## src/rtl/lampfpu_log_postnorm.sv

```systemverilog
// lampfpu_log_postnorm: post-normalization, rounding and output buffering for
// the bfloat16 log unit. Stage 1 normalizes the extended mantissa, stage 2
// rounds/saturates and packs, and a small FIFO presents results to the FPU
// result bus with a valid/ready handshake.
// Optional feature macro: LAMPFPU_LOG_RNE_EN (defined: round-to-nearest-even,
// undefined: truncation).
module lampfpu_log_postnorm #(
    parameter int OUT_DEPTH = 2
) (
    input  logic        clk,
    input  logic        rst,
    input  logic        valid_i,
    input  logic        s_i,
    input  logic [7:0]  e_i,
    input  logic [11:0] f_i,
    input  logic        isToRound_i,
    output logic        busy_o,
    output logic [15:0] result_o,
    output logic        valid_o,
    input  logic        ready_i,
    output logic        overflow_o,
    output logic        underflow_o,
    output logic        inexact_o,
    output logic        drop_o
);
    localparam int E_DW  = 8;
    localparam int F_DW  = 7;
    localparam int S_DW  = 1;
    localparam int RES_W = S_DW + E_DW + F_DW;
    localparam int ENT_W = RES_W + 3;
    localparam int AW    = $clog2(OUT_DEPTH);
    localparam int OCC_W = AW + 2;
    localparam logic [OCC_W-1:0] DEPTH_OCC = OCC_W'(OUT_DEPTH);
    localparam logic signed [9:0] EXP_MAX  = 10'sd255;

    typedef enum logic [1:0] {K_NORM, K_ZERO, K_UFLOW, K_SPEC} kind_e;

    // Leading-zero count of the 11-bit {hidden, fraction, G, R, S} field.
    function automatic logic [3:0] lzc(input logic [10:0] m);
        lzc = 4'd11;
        for (int i = 0; i <= 10; i++) begin
            if (m[i]) lzc = 4'(10 - i);
        end
    endfunction

`ifdef LAMPFPU_LOG_RNE_EN
    // Round-to-nearest-even decision from {LSB, G, R, S}.
    function automatic logic rne_up(input logic [3:0] lgrs);
        rne_up = lgrs[2] & (lgrs[1] | lgrs[0] | lgrs[3]);
    endfunction
`endif

    // Saturate to signed Inf when the exponent leaves the finite range; MSB = overflow.
    function automatic logic [RES_W:0] sat_pack(input logic sgn, input logic signed [9:0] ex,
                                                 input logic [F_DW-1:0] fr);
        if (ex >= EXP_MAX) sat_pack = {1'b1, sgn, 8'hFF, 7'h00};
        else               sat_pack = {1'b0, sgn, ex[E_DW-1:0], fr};
    endfunction

    logic              s1_vld_d, s1_vld_q;
    logic              s1_sgn_d, s1_sgn_q;
    logic signed [9:0] s1_exp_d, s1_exp_q;
    logic [9:0]        s1_man_d, s1_man_q;
    kind_e             s1_kind_d, s1_kind_q;
    logic              s2_vld_d, s2_vld_q;
    logic [ENT_W-1:0]  s2_ent_d, s2_ent_q;
    logic [ENT_W-1:0]  mem_q [OUT_DEPTH];
    logic [AW-1:0]     wr_ptr_d, wr_ptr_q, rd_ptr_d, rd_ptr_q;
    logic [AW:0]       cnt_d, cnt_q;
    logic              drop_d, drop_q;
    logic [OCC_W-1:0]  occ;
    logic              full, push, pop;
    logic signed [9:0] exp_in;
    logic [3:0]        lz;

    assign occ    = OCC_W'(cnt_q) + OCC_W'(s1_vld_q) + OCC_W'(s2_vld_q);
    assign full   = (occ >= DEPTH_OCC);
    assign busy_o = full;
    assign valid_o = (cnt_q != '0);
    assign pop    = valid_o & ready_i;
    assign push   = s2_vld_q;
    assign drop_o = drop_q;
    assign {result_o, overflow_o, underflow_o, inexact_o} = mem_q[rd_ptr_q];

    // Stage 1 next state: normalize carry / leading zeros, classify zero, underflow, special.
    always_comb begin
        s1_vld_d  = valid_i & (~full | pop);
        s1_sgn_d  = s_i;
        exp_in    = $signed({2'b00, e_i});
        s1_exp_d  = exp_in;
        s1_man_d  = f_i[9:0];
        s1_kind_d = K_NORM;
        lz        = lzc(f_i[10:0]);
        drop_d    = drop_q | (valid_i & full & ~pop);
        if (!isToRound_i) begin
            s1_kind_d = K_SPEC;
        end else if (f_i[11]) begin
            // Carry set: shift right one, the shifted-out bit folds into sticky.
            s1_man_d = {f_i[10:2], f_i[1] | f_i[0]};
            s1_exp_d = exp_in + 10'sd1;
        end else if (f_i[10:0] == 11'd0) begin
            s1_kind_d = K_ZERO;
        end else if (!f_i[10]) begin
            // Bit 10 is zero here, so shifting only the low 10 bits is exact.
            s1_man_d = f_i[9:0] << lz;
            s1_exp_d = exp_in - $signed({6'b000000, lz});
            if (s1_exp_d <= 10'sd0) s1_kind_d = K_UFLOW;
        end
    end

    // Stage 1 registers.
    always_ff @(posedge clk or negedge rst) begin
        if (!rst) begin
            s1_vld_q  <= 1'b0;
            s1_sgn_q  <= 1'b0;
            s1_exp_q  <= '0;
            s1_man_q  <= '0;
            s1_kind_q <= K_NORM;
            drop_q    <= 1'b0;
        end else begin
            s1_vld_q  <= s1_vld_d;
            s1_sgn_q  <= s1_sgn_d;
            s1_exp_q  <= s1_exp_d;
            s1_man_q  <= s1_man_d;
            s1_kind_q <= s1_kind_d;
            drop_q    <= drop_d;
        end
    end

    // Stage 2 next state: round, propagate rounding carry, saturate and pack with flags.
    always_comb begin
        logic              rnd;
        logic [7:0]        frac_r;
        logic signed [9:0] exp_r;
        logic [RES_W:0]    packed_w;
`ifdef LAMPFPU_LOG_RNE_EN
        rnd = rne_up(s1_man_q[3:0]);
`else
        rnd = 1'b0;
`endif
        frac_r   = {1'b0, s1_man_q[9:3]} + {7'd0, rnd};
        exp_r    = s1_exp_q + (frac_r[7] ? 10'sd1 : 10'sd0);
        packed_w = sat_pack(s1_sgn_q, exp_r, frac_r[6:0]);
        s2_vld_d = s1_vld_q;
        case (s1_kind_q)
            K_SPEC:  s2_ent_d = {s1_sgn_q, s1_exp_q[7:0], s1_man_q[9:3], 3'b000};
            K_ZERO:  s2_ent_d = {s1_sgn_q, 15'd0, 3'b000};
            K_UFLOW: s2_ent_d = {s1_sgn_q, 15'd0, 3'b011};
            default: s2_ent_d = {packed_w[RES_W-1:0], packed_w[RES_W], 1'b0,
                                 packed_w[RES_W] | (|s1_man_q[2:0])};
        endcase
    end

    // Stage 2 registers.
    always_ff @(posedge clk or negedge rst) begin
        if (!rst) begin
            s2_vld_q <= 1'b0;
            s2_ent_q <= '0;
        end else begin
            s2_vld_q <= s2_vld_d;
            s2_ent_q <= s2_ent_d;
        end
    end

    // FIFO pointer/count next state; simultaneous push and pop leaves the count unchanged.
    always_comb begin
        wr_ptr_d = push ? wr_ptr_q + AW'(1) : wr_ptr_q;
        rd_ptr_d = pop  ? rd_ptr_q + AW'(1) : rd_ptr_q;
        cnt_d    = cnt_q;
        if (push && !pop)      cnt_d = cnt_q + (AW+1)'(1);
        else if (!push && pop) cnt_d = cnt_q - (AW+1)'(1);
    end

    // FIFO storage and pointers.
    always_ff @(posedge clk or negedge rst) begin
        if (!rst) begin
            wr_ptr_q <= '0;
            rd_ptr_q <= '0;
            cnt_q    <= '0;
            for (int i = 0; i < OUT_DEPTH; i++) mem_q[i] <= '0;
        end else begin
            if (push) mem_q[wr_ptr_q] <= s2_ent_q;
            wr_ptr_q <= wr_ptr_d;
            rd_ptr_q <= rd_ptr_d;
            cnt_q    <= cnt_d;
        end
    end
endmodule

```

## config.mk

```make
export PLATFORM = sky130hd
export DESIGN_NAME = lampfpu_log_postnorm
export DESIGN_NICKNAME = d
export VERILOG_FILES = /design/src/rtl/lampfpu_log_postnorm.sv
export SDC_FILE = /design/constraint.sdc
export NUM_CORES = 1
export LEC_CHECK = 0
export BUFFER_PORTS_ARGS = -buffer_cell sky130_fd_sc_hd__buf_2
export CAP_MARGIN = 0
export CORE_MARGIN = 2
export CORE_UTILIZATION = 40
export CTS_BUF_LIST = sky130_fd_sc_hd__clkbuf_2
export DETAILED_ROUTE_END_ITERATION = 16
export PLACE_DENSITY = 0.61
export SYNTH_ARGS = -nofsm -noshare
export SYNTH_HDL_FRONTEND = slang
export SYNTH_SLANG_ARGS = --single-unit
```

## constraint.sdc

```tcl
create_clock -name clk -period 4.39 [get_ports clk]
set_input_delay 0.2195 -clock clk [delete_from_list [all_inputs] [get_ports clk]]
set_output_delay 0.2195 -clock clk [all_outputs]
set_load 0.01 [all_outputs]
```

## Word-level counts from Yosys, hierarchy flattened

Cells that the tools add are included.

| storage, ports and cells | value |
|---|---|
| memories | 0 |
| bits in read-only memories | 0 |
| bits in writable memories | 0 |
| register bits after elaboration | 87 |
| bits in latches | 0 |
| word-level logic and storage cells | 86 |
| bits of input ports | 26 |

| operators by class | value |
|---|---|
| $lt $le $gt $ge | 6 |
| shift-type cells | 1 |
| bitwise operators | 12 |
| reduce and logical (&&, ||, !) cells | 9 |
| multiplexer cells | 34 |
| $mul | 0 |
| $add $sub $neg | 8 |
| eq/ne operators | 3 |
| divide/modulo/power cells | 0 |

Operators by type and width:

| kind | number |
|---|---|
| $mux W10 | 8 |
| $mux W19 | 4 |
| $pmux W19 S3 | 1 |
| $bwmux W38 | 1 |
| $mux W4 | 8 |
| $demux W19 S1 | 1 |
| $mux W2 | 9 |
| $mux W17 | 1 |
| $logic_not A11 Y1 | 1 |
| $ge A10 B9 Y1 const B | 1 |
| $shl A10 B4 Y10 | 1 |
| $add A8 B1 Y9 const B | 1 |
| $le A9 B1 Y1 const B | 1 |
| $sub A8 B4 Y9 | 1 |
| $and A1 B1 Y1 | 4 |
| $eq A2 B2 Y1 const B | 2 |
| $ge A2 B2 Y1 const B | 2 |
| $not A1 Y2 | 2 |
| $or A1 B1 Y1 | 4 |
| $reduce_bool A2 Y1 | 2 |
| $add A2 B1 Y3 | 1 |
| $add A3 B1 Y3 | 1 |
| $ge A3 B2 Y1 const B | 1 |
| $logic_and A1 B1 Y1 | 3 |
| 9 further kinds | 12 |

## Depth between registers and ports, before layout

| depth | value |
|---|---|
| word-level depth | 18 |
| gate-level depth with buffers | 14 |

## Least setup slack after synthesis

No wires, ideal clock.

| path | value |
|---|---|
| path type | input -> register |
| start point | input port f_i[4] |
| end point | register s1_exp_q[6] |
| arrival | 2.887 ns |
| stages | 14 |
| buffers on the path | 2 |
| required time | 4.267 ns |
| setup time | 0.123 ns |
| slack | 1.381 ns |
| cell sequence | buf_2 > nor2_1 > a221oi_1 > o41ai_2 > buf_2 > ha_1 > inv_1 > fa_1 > a21o_1 > a21oi_1 > nor3b_1 > and3_1 > o21ai_1 > xnor2_1 |

| between the ends | value |
|---|---|
| word-level cells in the longest chain between the ends | 12 |

Ends and longest elaborated chain:

| item | RTL line | RTL |
|---|---|---|
| start: declaration | 15 | `input logic [11:0] f_i,` |
| $mux W4 (7 in series) | 42 | `if (m[i]) lzc = 4'(10 - i);` |
| $sub A8 B4 Y9 | 106 | `s1_exp_d = exp_in - $signed({6'b000000, lz});` |
| $mux W10 | 103 | `end else if (!f_i[10]) begin` |
| $mux W10 (*) | 101 | `end else if (f_i[10:0] == 11'd0) begin` |
| $mux W10 (*) | 97 | `end else if (f_i[11]) begin` |
| $mux W10 (*) | 95 | `if (!isToRound_i) begin` |
| named net s1_exp_d[6] | 62 | `logic signed [9:0] s1_exp_d, s1_exp_q;` |
| end signal: assignment | 123 | `s1_exp_q <= s1_exp_d;` |
| end: declaration | 62 |  |

The timed path passes the listed nets; every way through them passes the cells marked *.
A chain may end at the register's enable or synchronous reset.

## Worst setup path after layout

| path | value |
|---|---|
| start point | input port f_i[10] |
| end point | register s1_exp_q[6] |

| between the ends | value |
|---|---|
| word-level cells in the longest chain between the ends | 6 |

Ends and longest elaborated chain:

| item | RTL line |
|---|---|
| $mux W4 | 42 |
| $sub A8 B4 Y9 | 106 |
| $mux W10 | 103 |
| $mux W10 (*) | 101 |
| $mux W10 (*) | 97 |
| $mux W10 (*) | 95 |
| named net s1_exp_d[6] | 62 |

Marks and branches as above.

==> results.md <==
* CP endpoint kind: flop
* Layout area overhead at 12.3%
* Synth Register Bits at slightly below 90
* Drc violations at 0
* Internal Power at 0.00154 W
* Yosys warnings at 0
* Simple-gate share of the synthesized area at ~12%
* Synth Area in XOR/XNOR at 2.41%
* CTS Root Cell: clkbuf_2
* Placer Congestion at 0.897
* Post_cts resized at 0
* CTS tree: yes
* Leakage power at between 2 and 2.5 nW
* Critical setup path kind: in2reg
* FMAX at 391 MHz
* FP Rows at 38
* Drt wl/cell at ~15 µm
* Port bufs at between 40 and 50
* # IOs at 48
* Layout Nets at between 400 and 500
* PD cells at about 470 nW/µm²
* Net Count, Synth at around 430
* Routed vias at around 3.2k
* Clk slew on worst S/H paths at roughly 0.24 ns
* Share of synthesized registers carrying an async set or reset at 100%
* # H-tree levels at 3
* Slew Viols, Final at 0
* Worst reg2reg setup slack at between 2 and 3 ns
* First-pass GRT wire length at approximately 15000 µm
* R2R Path Start: s1_exp_q[3]
* Post-synthesis compound-gate area fraction at 13.3%
* Power share of the clock group at between 10% and 20%
* Sequential power share at around 50%
* Logic pwr share at a little over a third
* Tcrit/Tclk final at 58.3%
* Total track usage at between 10% and 20%
* R2R Path End: s2_ent_q[5]
* Total power at ~0.0023 W
* Routed Antenna Nets at 0
* # setup viols final at 0
* Slew HR at 29.2%
* Die area at around 12000 µm²
* Mux cell area share after synthesis at 16.8%
* Vias per std cell at approximately 5.4
* CTS sink cnt at 87
* Switching share of total power at about a third
* Multi-input logic area at ~2100 µm²
* Fill cells at around 1.1k
* Largest net degree at the start of global routing at just under 90
* Chip Width at about 110 µm
* CORE AREA at ~11000 µm²
* Setup tns final at 0 ns
* Vias in the first global route at slightly below 3k
* DR pass1 iterations at 4
* Outcome: completed
* Share of layout cells above drive strength 1 at approximately 30%
* Switching pwr at 0.000786 W
* Initial antenna violation count at 0
* Unrepaired setup endpoints after global routing: no
* Startpoint Class: input port
* Setup Buffers After CTS at 0
* Tightest Pin Transition at 1.06 ns
* Clk Latency, worst-skew pair at a little over 0.5 ns
* Clock skew at 0.0209 ns
* Top FF cell, synth: dfrtp_1
* Final min period at about 2.6 ns
* Final Cell Area at roughly 4900 µm²
* Hold Path Stages at 3
* First DRT Iteration DRCs at 190
* Peak VDD IR at roughly 0.0003 V
* Largest family of logic cells by synthesized area: multiplexers
* Seq/Total Area, Yosys at around half
* Post-synth EDFFs at 0
* Crit path max fanout at 11
* Storage cell area at between 2000 and 2500 µm²
* CTS Buffer Depth at 2
* Min-delay src: ready_i
* Gr ovfl total at 0
* Clock buffer count from CTS at 9
* Final-report hold violation count at 0
* Hold crit path type: in2reg
* Yosys cell types at 58
* Post-Synth Adder-Cell Area at between 2 and 2.5%
* Inserted Diodes at 0
* Cells after synthesis at around 400
* MaxCap Viol Count at 0
* Syn Area/Cell at around 11 µm²
* R2R cell count at 6
* Netlist Area Pre-Place at 4370 µm²
* Hold slack final at 0.0363 ns
* Final WL at around 9000 µm
* Initial Utilization at ~41%
* WP data required at just under 5 ns
* WP data arrival at ~3.0 ns
* Hold Path End: rd_ptr_q
* Placed wire-length estimate at between 6000 and 7000 µm
* Die Ht at approximately 110 µm
* Placed Area at about 4700 µm²
power groups by stage:
stage | sequential (W) | combinational [W] | clock (W)
after floorplan | 0.00110 | 0.000616 | 0
after global placement | 0.00116 | 0.000812 | 0
after detailed placement | 0.00117 | 0.000822 | 0
after CTS | 0.00116 | 0.000832 | 0.000369
after global routing | 0.00118 | 0.000906 | 0.000405
final | 0.00115 | 0.000817 | 0.000357
cell type report:
cell class	instances	area share, %
well taps	140	3.57
inverters	14	1.07
clock inverters	7	1.15
flip-flops and latches	87	44.4
repair buffers	57	6.74
multi-input cells	275	42.2
clock buffers	9	0.919
how the worst max path moves through the flow:
stage | startpoint | end | slack, ns
detailed placement | f_i[10] | s1_exp_q[6] | 1.31
CTS | f_i[10] | s1_exp_q[6] | 1.90
global placement | f_i[10] | s1_exp_q[6] | 1.41
global route | f_i[10] | s1_exp_q[6] | 1.72
finish | f_i[10] | s1_exp_q[6] | 1.83
floorplan | f_i[4] | s1_exp_q[6] | 1.38
kinds of logic after synthesis:
family | count (synthesis)
muxes | 66
AOI/OAI and AO/OA | 86
adders and majority gates | 8
buffers and inverters | 31
and+or+nand+nor | 103
xor gates and xnor gates | 12
DFF | 87
worst max-delay path, stage by stage:
cell and delay, ns:
buf_2 0.17, nor2_1 0.32, o21ai_2 0.20, nor2_2 0.26
inv_1 0.18, fa_1 0.46, a21o_1 0.17, a21oi_1 0.24
nor3b_1 0.34, and3_1 0.21, o21ai_1 0.07, xnor2_1 0.15
state kept, by name, summed over array words and instances, names as in the netlist:
name	cells
cnt_q	2
mem_q	38
wr_ptr_q	1
s1_sgn_q	1
drop_o	1
s1_man_q	10
s1_vld_q	1
s1_exp_q	10
rd_ptr_q	1
s2_ent_q	19
push	1
s1_kind_q	2
synthesized netlist by cell type, types with 7 or more instances:
| master | count | area share (%) |
|---|---|---|
| o21a_1 | 9 | 1.5 |
| nor2_1 | 21 | 1.8 |
| ha_1 | 7 | 2.0 |
| mux2i_1 | 9 | 2.1 |
| o22ai_1 | 7 | 1.0 |
| nand3_1 | 10 | 1.1 |
| xnor2_1 | 7 | 1.4 |
| dfrtp_1 | 87 | 50 |
| nor3_1 | 8 | 0.92 |
| and2_1 | 7 | 1.0 |
| nand2_1 | 26 | 2.2 |
| mux2_2 | 57 | 15 |
| inv_1 | 13 | 1.1 |
| clkbuf_1 | 11 | 0.95 |
| a21oi_1 | 16 | 1.8 |
| o21ai_0 | 21 | 2.4 |
cell usage in the layout (no fill, tap or decap), drive strengths merged, types with 2 or more instances in the layout:
cell type and n:
dfrtp 87, clkinv 4, or2 2, buf 50, and2 7, dlygate4sd3 7, nand2 26, a32oi 2
o21ai 24, o21a 9, nand3b 3, nor2b 6, a21boi 2, a2bb2oi 2, o41ai 2, xnor2 7
nor2 22, xor2 5, inv 16, nor3 8, o22ai 7, or3 2, a21oi 16, a31oi 2
a221o 3, o211ai 3, nand2b 2, ha 7, clkbuf 9, a211o 2, nor4 4, nand4 4
nand3 10, and3 4, mux2i 9, mux2 57, a31o 3
metrics by stage:
stage,worst slack [ns],utilization [%],std cells
after floorplan,1.38,-,393
after global placement,1.41,44.0,566
after detailed placement,1.31,44.0,566
after CTS,1.90,45.6,589
after global routing,1.72,45.6,589
final,1.83,45.6,589
routing by layer:
metal / global-route usage [%] / part of all wire (%) / routed length (µm)
met5: 0 / 0 / 0
met4: 6.41 / 2.0 / 185
met3: 2.41 / 4.4 / 402
met2: 24.8 / 45 / 4080
met1: 22.8 / 48 / 4400
timing repair:
action,4_1_cts,5_1_grt
endpoints found under the setup margin,0,0
hold buffers,7,0
endpoints found under the hold margin,96,0
(Power assumes the default switching activity.)
